<file path="config.mk">
export PLATFORM = sky130hd
export DESIGN_NAME = bpm_beat_gen
export DESIGN_NICKNAME = d
export VERILOG_FILES = /design/src/rtl/bpm_beat_gen.sv
export SDC_FILE = /design/constraint.sdc
export NUM_CORES = 1
export LEC_CHECK = 0
export CAP_MARGIN = 20
export CORE_ASPECT_RATIO = 0.8
export CORE_UTILIZATION = 46
export CTS_BUF_LIST = sky130_fd_sc_hd__clkbuf_16
export DETAILED_ROUTE_END_ITERATION = 10
export GPL_ROUTABILITY_DRIVEN = 1
export PLACE_DENSITY = 0.65
export SLEW_MARGIN = 20
export SYNTH_ARGS = -nofsm -noshare
export SYNTH_HDL_FRONTEND = slang
export SYNTH_SLANG_ARGS = --single-unit
</file>
<file path="constraint.sdc">
create_clock -name i_clk -period 6.3 [get_ports i_clk]
set_clock_uncertainty 0.2 [all_clocks]
set_input_delay 1.26 -clock i_clk [delete_from_list [all_inputs] [get_ports i_clk]]
set_output_delay 1.26 -clock i_clk [all_outputs]
set_load 0.1 [all_outputs]
</file>
<file path="src/rtl/bpm_beat_gen.sv">
// bpm_beat_gen: turns received BPM words into a metronome beat stream.
//   Range-checks each strobed tempo, converts it to a beat period in clock
//   cycles ((CLK_HZ*60)/bpm) with a 32-iteration restoring divider, then
//   emits one-cycle beats at that period with bar position and downbeat accent.
// Ports:
//   i_clk, i_reset_n      clock, synchronous active-low reset
//   i_bpm_valid, i_bpm    tempo strobe and 32-bit tempo word
//   i_enable              1 = beats run, 0 = muted with phase cleared
//   o_beat, o_accent      beat pulse, downbeat accent
//   o_beat_idx            index of the next beat in the bar
//   o_period              active beat period in clock cycles
//   o_busy                divider running
//   o_bpm_err             out-of-range tempo dropped (one-cycle pulse)
module bpm_beat_gen #(
  parameter int CLK_HZ        = 10_000_000,
  parameter int MIN_BPM       = 20,
  parameter int MAX_BPM       = 300,
  parameter int BEATS_PER_BAR = 4
) (
  input  logic        i_clk,
  input  logic        i_reset_n,
  input  logic        i_bpm_valid,
  input  logic [31:0] i_bpm,
  input  logic        i_enable,
  output logic        o_beat,
  output logic        o_accent,
  output logic [3:0]  o_beat_idx,
  output logic [31:0] o_period,
  output logic        o_busy,
  output logic        o_bpm_err
);

  localparam logic [31:0] DIVIDEND = 32'(CLK_HZ * 60);
  localparam logic [31:0] MIN_W    = 32'(MIN_BPM);
  localparam logic [31:0] MAX_W    = 32'(MAX_BPM);
  localparam logic [3:0]  LAST_IDX = 4'(BEATS_PER_BAR - 1);

  typedef enum logic [1:0] {S_IDLE, S_DIVIDE, S_RUN} state_t;

  state_t      state, state_nxt;
  logic        bpm_ok;
  logic        div_load, div_step, div_done, busy_nxt;

  logic [31:0] bpm_q;
  logic [31:0] rem, quo;
  logic [4:0]  it_cnt;
  logic [32:0] rem_sh, diff;
  logic        sub_ok;
  logic [31:0] rem_n, quo_n;

  logic [31:0] cnt;
  logic        live;   // phase is running; cleared so the next enabled cycle fires a downbeat
  logic        wrap;

  assign bpm_ok = i_bpm_valid && (i_bpm >= MIN_W) && (i_bpm <= MAX_W);

  // FSM: state register
  always_ff @(posedge i_clk) begin
    if (!i_reset_n) state <= S_IDLE;
    else            state <= state_nxt;
  end

  // FSM: next state; a valid strobe always (re)starts the division
  always_comb begin
    state_nxt = state;
    if (bpm_ok)
      state_nxt = S_DIVIDE;
    else if (state == S_DIVIDE && it_cnt == 5'd31)
      state_nxt = S_RUN;
  end

  // FSM: control outputs
  always_comb begin
    div_load = bpm_ok;
    div_step = (state == S_DIVIDE) && !bpm_ok;
    div_done = div_step && (it_cnt == 5'd31);
    busy_nxt = (state_nxt == S_DIVIDE);
  end

  // Restoring divider: shift the next dividend bit into the remainder,
  // subtract when it fits; quotient bits shift in where dividend bits left.
  assign rem_sh = {rem, quo[31]};
  assign diff   = rem_sh - {1'b0, bpm_q};
  assign sub_ok = (rem_sh >= {1'b0, bpm_q});
  assign rem_n  = sub_ok ? diff[31:0] : rem_sh[31:0];
  assign quo_n  = {quo[30:0], sub_ok};

  always_ff @(posedge i_clk) begin
    if (!i_reset_n) begin
      bpm_q     <= '0;
      rem       <= '0;
      quo       <= '0;
      it_cnt    <= '0;
      o_period  <= '0;
      o_busy    <= 1'b0;
      o_bpm_err <= 1'b0;
    end else begin
      o_bpm_err <= i_bpm_valid && !bpm_ok;
      o_busy    <= busy_nxt;
      if (div_load) begin
        bpm_q  <= i_bpm;
        rem    <= '0;
        quo    <= DIVIDEND;
        it_cnt <= '0;
      end else if (div_step) begin
        rem    <= rem_n;
        quo    <= quo_n;
        it_cnt <= it_cnt + 5'd1;
        if (div_done) o_period <= quo_n;
      end
    end
  end

  // Beat timing runs from o_period alone, so the old period keeps beating
  // during a re-divide. o_period is nonzero only once a division finished.
  // The >= compare makes a shortened period fire immediately.
  assign wrap = (cnt >= o_period - 32'd1);

  always_ff @(posedge i_clk) begin
    if (!i_reset_n) begin
      cnt        <= '0;
      live       <= 1'b0;
      o_beat     <= 1'b0;
      o_accent   <= 1'b0;
      o_beat_idx <= '0;
    end else begin
      o_beat   <= 1'b0;
      o_accent <= 1'b0;
      if (!i_enable) begin
        cnt        <= '0;
        live       <= 1'b0;
        o_beat_idx <= '0;
      end else if (o_period != '0) begin
        if (!live || wrap) begin
          o_beat     <= 1'b1;
          o_accent   <= (o_beat_idx == 4'd0);
          o_beat_idx <= (o_beat_idx == LAST_IDX) ? 4'd0 : o_beat_idx + 4'd1;
          cnt        <= '0;
          live       <= 1'b1;
        end else begin
          cnt <= cnt + 32'd1;
        end
      end
    end
  end

endmodule
</file>
==> impl_results.md <==
* Final net count at 1378
* Period utilisation layout at 88.0%
* Final setup margin at 0.754 ns
* Drt first-iter violations at 573
* Core area at 0.0206 sq mm
* Worst-margin pin slew at 1.04 ns
* Dpl hpwl at 16900 microns
* Mapped cell area at 0.00968 sq mm
* Syn. warnings at 0
* WHS Endpoint: bpm_q[13]
* Max_slew headroom at 30.7%
* Post-CTS Hold Buffers at 0
* Core Rows at 47
* Clk network pwr share at 50.1%
* #FFs+latches synth at 176
* Met1 Wirelength at 12700 microns
* Critical Path RT at 6.46 ns
* CTS Buf Count at 17
* Num Clock Sinks at 176
* Top post-synthesis cells by area: dfxtp_1 (36%), ha_1 (9.2%), nand2_1 (8.0%), a21oi_1 (6.4%), nor2_1 (4.5%)
* GPL Wtd Cong at 0.860
* Reg2reg start: o_period[2]
* DR WL/cell at 15.3 microns
* Syn Nets at 1329
* Yosys top cell by area: dfxtp_1
* Slowest CP cell: a311oi_1
* Synth cell count leaders: nand2_1 (207), dfxtp_1 (176), a21oi_1 (123), nor2_1 (116), ha_1 (71)
* Critical Path End Type: register
* Max Slew Vio Count at 0
* Cells after Synth at 1221
* P per Cell Area at 207 mW/mm^2
* DR pass1 iterations at 7
* Power after layout at 2.33 mW
* Share of async-settable or async-resettable flops after synthesis at 0%
* Grt total ovfl at 0
* Routed met3 length at 1160 microns
* Final ANT Viol Nets at 0
* CTS clk-pin slew, worst paths at 0.07 ns
* Achievable Freq at 180 MHz
* Uppermost layer routed: met4
* Final min period at 5.55 ns
* Beginning of the critical path: o_period[2]
* Mapped Avg Cell Area at 7.93 sq um
* RSZ-0062 raised after global routing: false
* Total die area at 0.0216 sq mm
* Starting Density at 46.9%
* Initial antenna violation count at 0
* # diodes at 0
* Most frequent cell after synthesis: nand2_1
* Setup Slack @ Placement at 0.600 ns
* Clk root buf: clkbuf_16
* Hold_sp: bpm_q[13]
* Layout cells sized above 1 at 5.07%
* H-tree levels at 4
* Cts repair resizes at 0
* CP max FO at 32
* Most used DFF post-synth: dfxtp_1
* TNS Setup at 0 ns
* Comb pwr share at 2.2%
* Worst-case clock buffer depth at 2
* Worst R2R End: cnt[16]
* Seq pwr share at 47.7%
* Max-cap violations at 0
* Worst Hold Class: reg2reg
* Global-route wire length before repair at 39300 microns
* Final hold violation count at 0
* Register area share after synthesis at 36.4%
* Die W at 164 microns
* Final setup viols at 0
* P_int at 1.81 mW
* Vias per cell at 5.54
* EDFF count, synth at 0
* Yosys cell types at 69
* Met2 Wirelength at 9660 microns
* Leakage Power at 4.60 nW
* Synth top area share at 36.4%
* Post-CTS Setup Inserts at 0
* Worst VDD drop at 0.000153 V
* Cell-by-cell listing of the critical path: or4_4 -> or3_4 -> nor4b_4 -> nand3_1 -> nor2b_1 -> nand2_1 -> nor3_1 -> xnor2_1 -> ha_1 -> a21oi_1 -> nor2b_1 -> o21ai_0 -> o2111ai_1 -> a311oi_1 -> nor2_4 -> or2_2 -> a21oi_1
* CP arrival at 5.71 ns
* Status: completed
* Largest net degree at the start of global routing at 57
* NetSw at 518 uW
* Die Y at 132 microns
* Startpoint types: register
* Worst-Skew Late Latency at 0.44 ns
* Detailed-route DRC error count at 0
* Area Growth Syn to Fin at 16.4%
* Port bufs at 75
* WL final at 23700 microns
* Kind of critical path: reg2reg
* Num ports at 76
* Total GRT Usage at 22.5%
* WHS Path Cells at 2
* Switch share at 22.2%
* CP max stage delay at 0.69 ns
* CTS tree: built
* Vias in the first global route at 7889
* FF-to-FF setup slack at 0.75 ns
* Vias at 8603
* R2R cell count at 17
* Fill count at 1971
## flip-flops by register name (all words and copies together), names as in the netlist, 2 cells and up
signal and count:
bpm_q 32, cnt 32, it_cnt 5, o_beat_idx 4, o_period 32, quo 32, rem 32, state 2
## cell usage in the layout, fill, tap and decap left out, types with 4 or more instances in the layout
cell / Yosys / routed
inv_6: 0 / 5
a311oi_1: 5 / 5
bufinv_16: 0 / 4
nand2_1: 207 / 206
xor2_1: 42 / 42
o211ai_1: 8 / 8
a21boi_0: 4 / 4
dfxtp_1: 176 / 176
and2_1: 6 / 6
xnor2_1: 46 / 46
nand2b_1: 7 / 7
nor3_1: 24 / 24
mux2i_1: 14 / 14
and4_1: 4 / 4
nor2b_1: 8 / 7
or3_1: 4 / 4
a22oi_1: 4 / 4
a21oi_1: 123 / 123
clkbuf_16: 0 / 17
nor4_1: 18 / 18
nor2_1: 116 / 114
o21ai_0: 64 / 64
nand3_1: 30 / 29
and3_1: 13 / 12
a31oi_1: 16 / 16
ha_1: 71 / 71
a211oi_1: 6 / 6
nand4_1: 23 / 23
clkdlybuf4s50_1: 0 / 75
inv_1: 50 / 50
buf_4: 0 / 10
a21o_1: 22 / 22
## logic make-up after synthesis
| logic type | after synthesis | share of synthesized area [%] |
|---|---|---|
| AOI/OAI and AO/OA | 286 | 17.6 |
| DFF | 176 | 36.4 |
| muxes | 14 | 1.45 |
| adders and majority gates | 72 | 9.38 |
| xor gates and xnor gates | 88 | 7.96 |
| buffers and inverters | 105 | 4.39 |
| and+or+nand+nor | 480 | 22.8 |
## per-layer routing
metal	track usage (%)	vias up
met5	0	-
met4	5.04	0
met3	4.12	12
met2	32.4	177
met1	34.3	4058
li1	-	4356
## layout make-up
| type | instances | area, sq um | area share (%) |
|---|---|---|---|
| repair buffers | 85 | 826 | 7.33 |
| multi-input cells | 940 | 5760 | 51.1 |
| clock buffers | 17 | 425 | 3.77 |
| inverters | 50 | 188 | 1.66 |
| flip-flops and latches | 176 | 3520 | 31.3 |
| well taps | 269 | 337 | 2.99 |
| clock inverters | 15 | 219 | 1.94 |
## metrics by stage
step | util (%) | hold WS [ns] | area [sq um] | cells
3_3_place_gp | 51.5 | 0.230 | 10600 | 1520
6_report | 54.6 | 0.245 | 11300 | 1552
3_5_place_dp | 51.5 | 0.236 | 10600 | 1520
4_1_cts | 54.6 | 0.245 | 11300 | 1552
2_1_floorplan | - | 0.222 | 9680 | 1221
5_1_grt | 54.6 | 0.268 | 11300 | 1552
## power groups by stage
stage	Clock [mW]	Combinational [mW]	Sequential (mW)
final	1.17	0.0511	1.11
after global routing	1.24	0.0553	1.11
after CTS	1.19	0.0516	1.11
after detailed placement	0	0.0514	1.14
after global placement	0	0.0515	1.14
after floorplan	0	0.0198	1.14
## critical path: cells and delay by family (launching register included)
kind	cells	cell delay, ns
compound gates	5	1.42
fa+ha+maj	1	0.19
simple gates	10	3.17
xor+xnor	1	0.10
flops	1	0.36
## how the worst max path moves through the flow
| stage | endpoint | slack [ns] | cells past startpoint |
|---|---|---|---|
| floorplan | cnt[3] | 1.22 | 19 |
| global placement | cnt[16] | 0.84 | 17 |
| detailed placement | cnt[16] | 0.60 | 17 |
| CTS | cnt[16] | 0.58 | 17 |
| global route | cnt[16] | 0.30 | 17 |
| finish | cnt[16] | 0.75 | 17 |
Note: power is estimated with default switching activity, not from simulation.
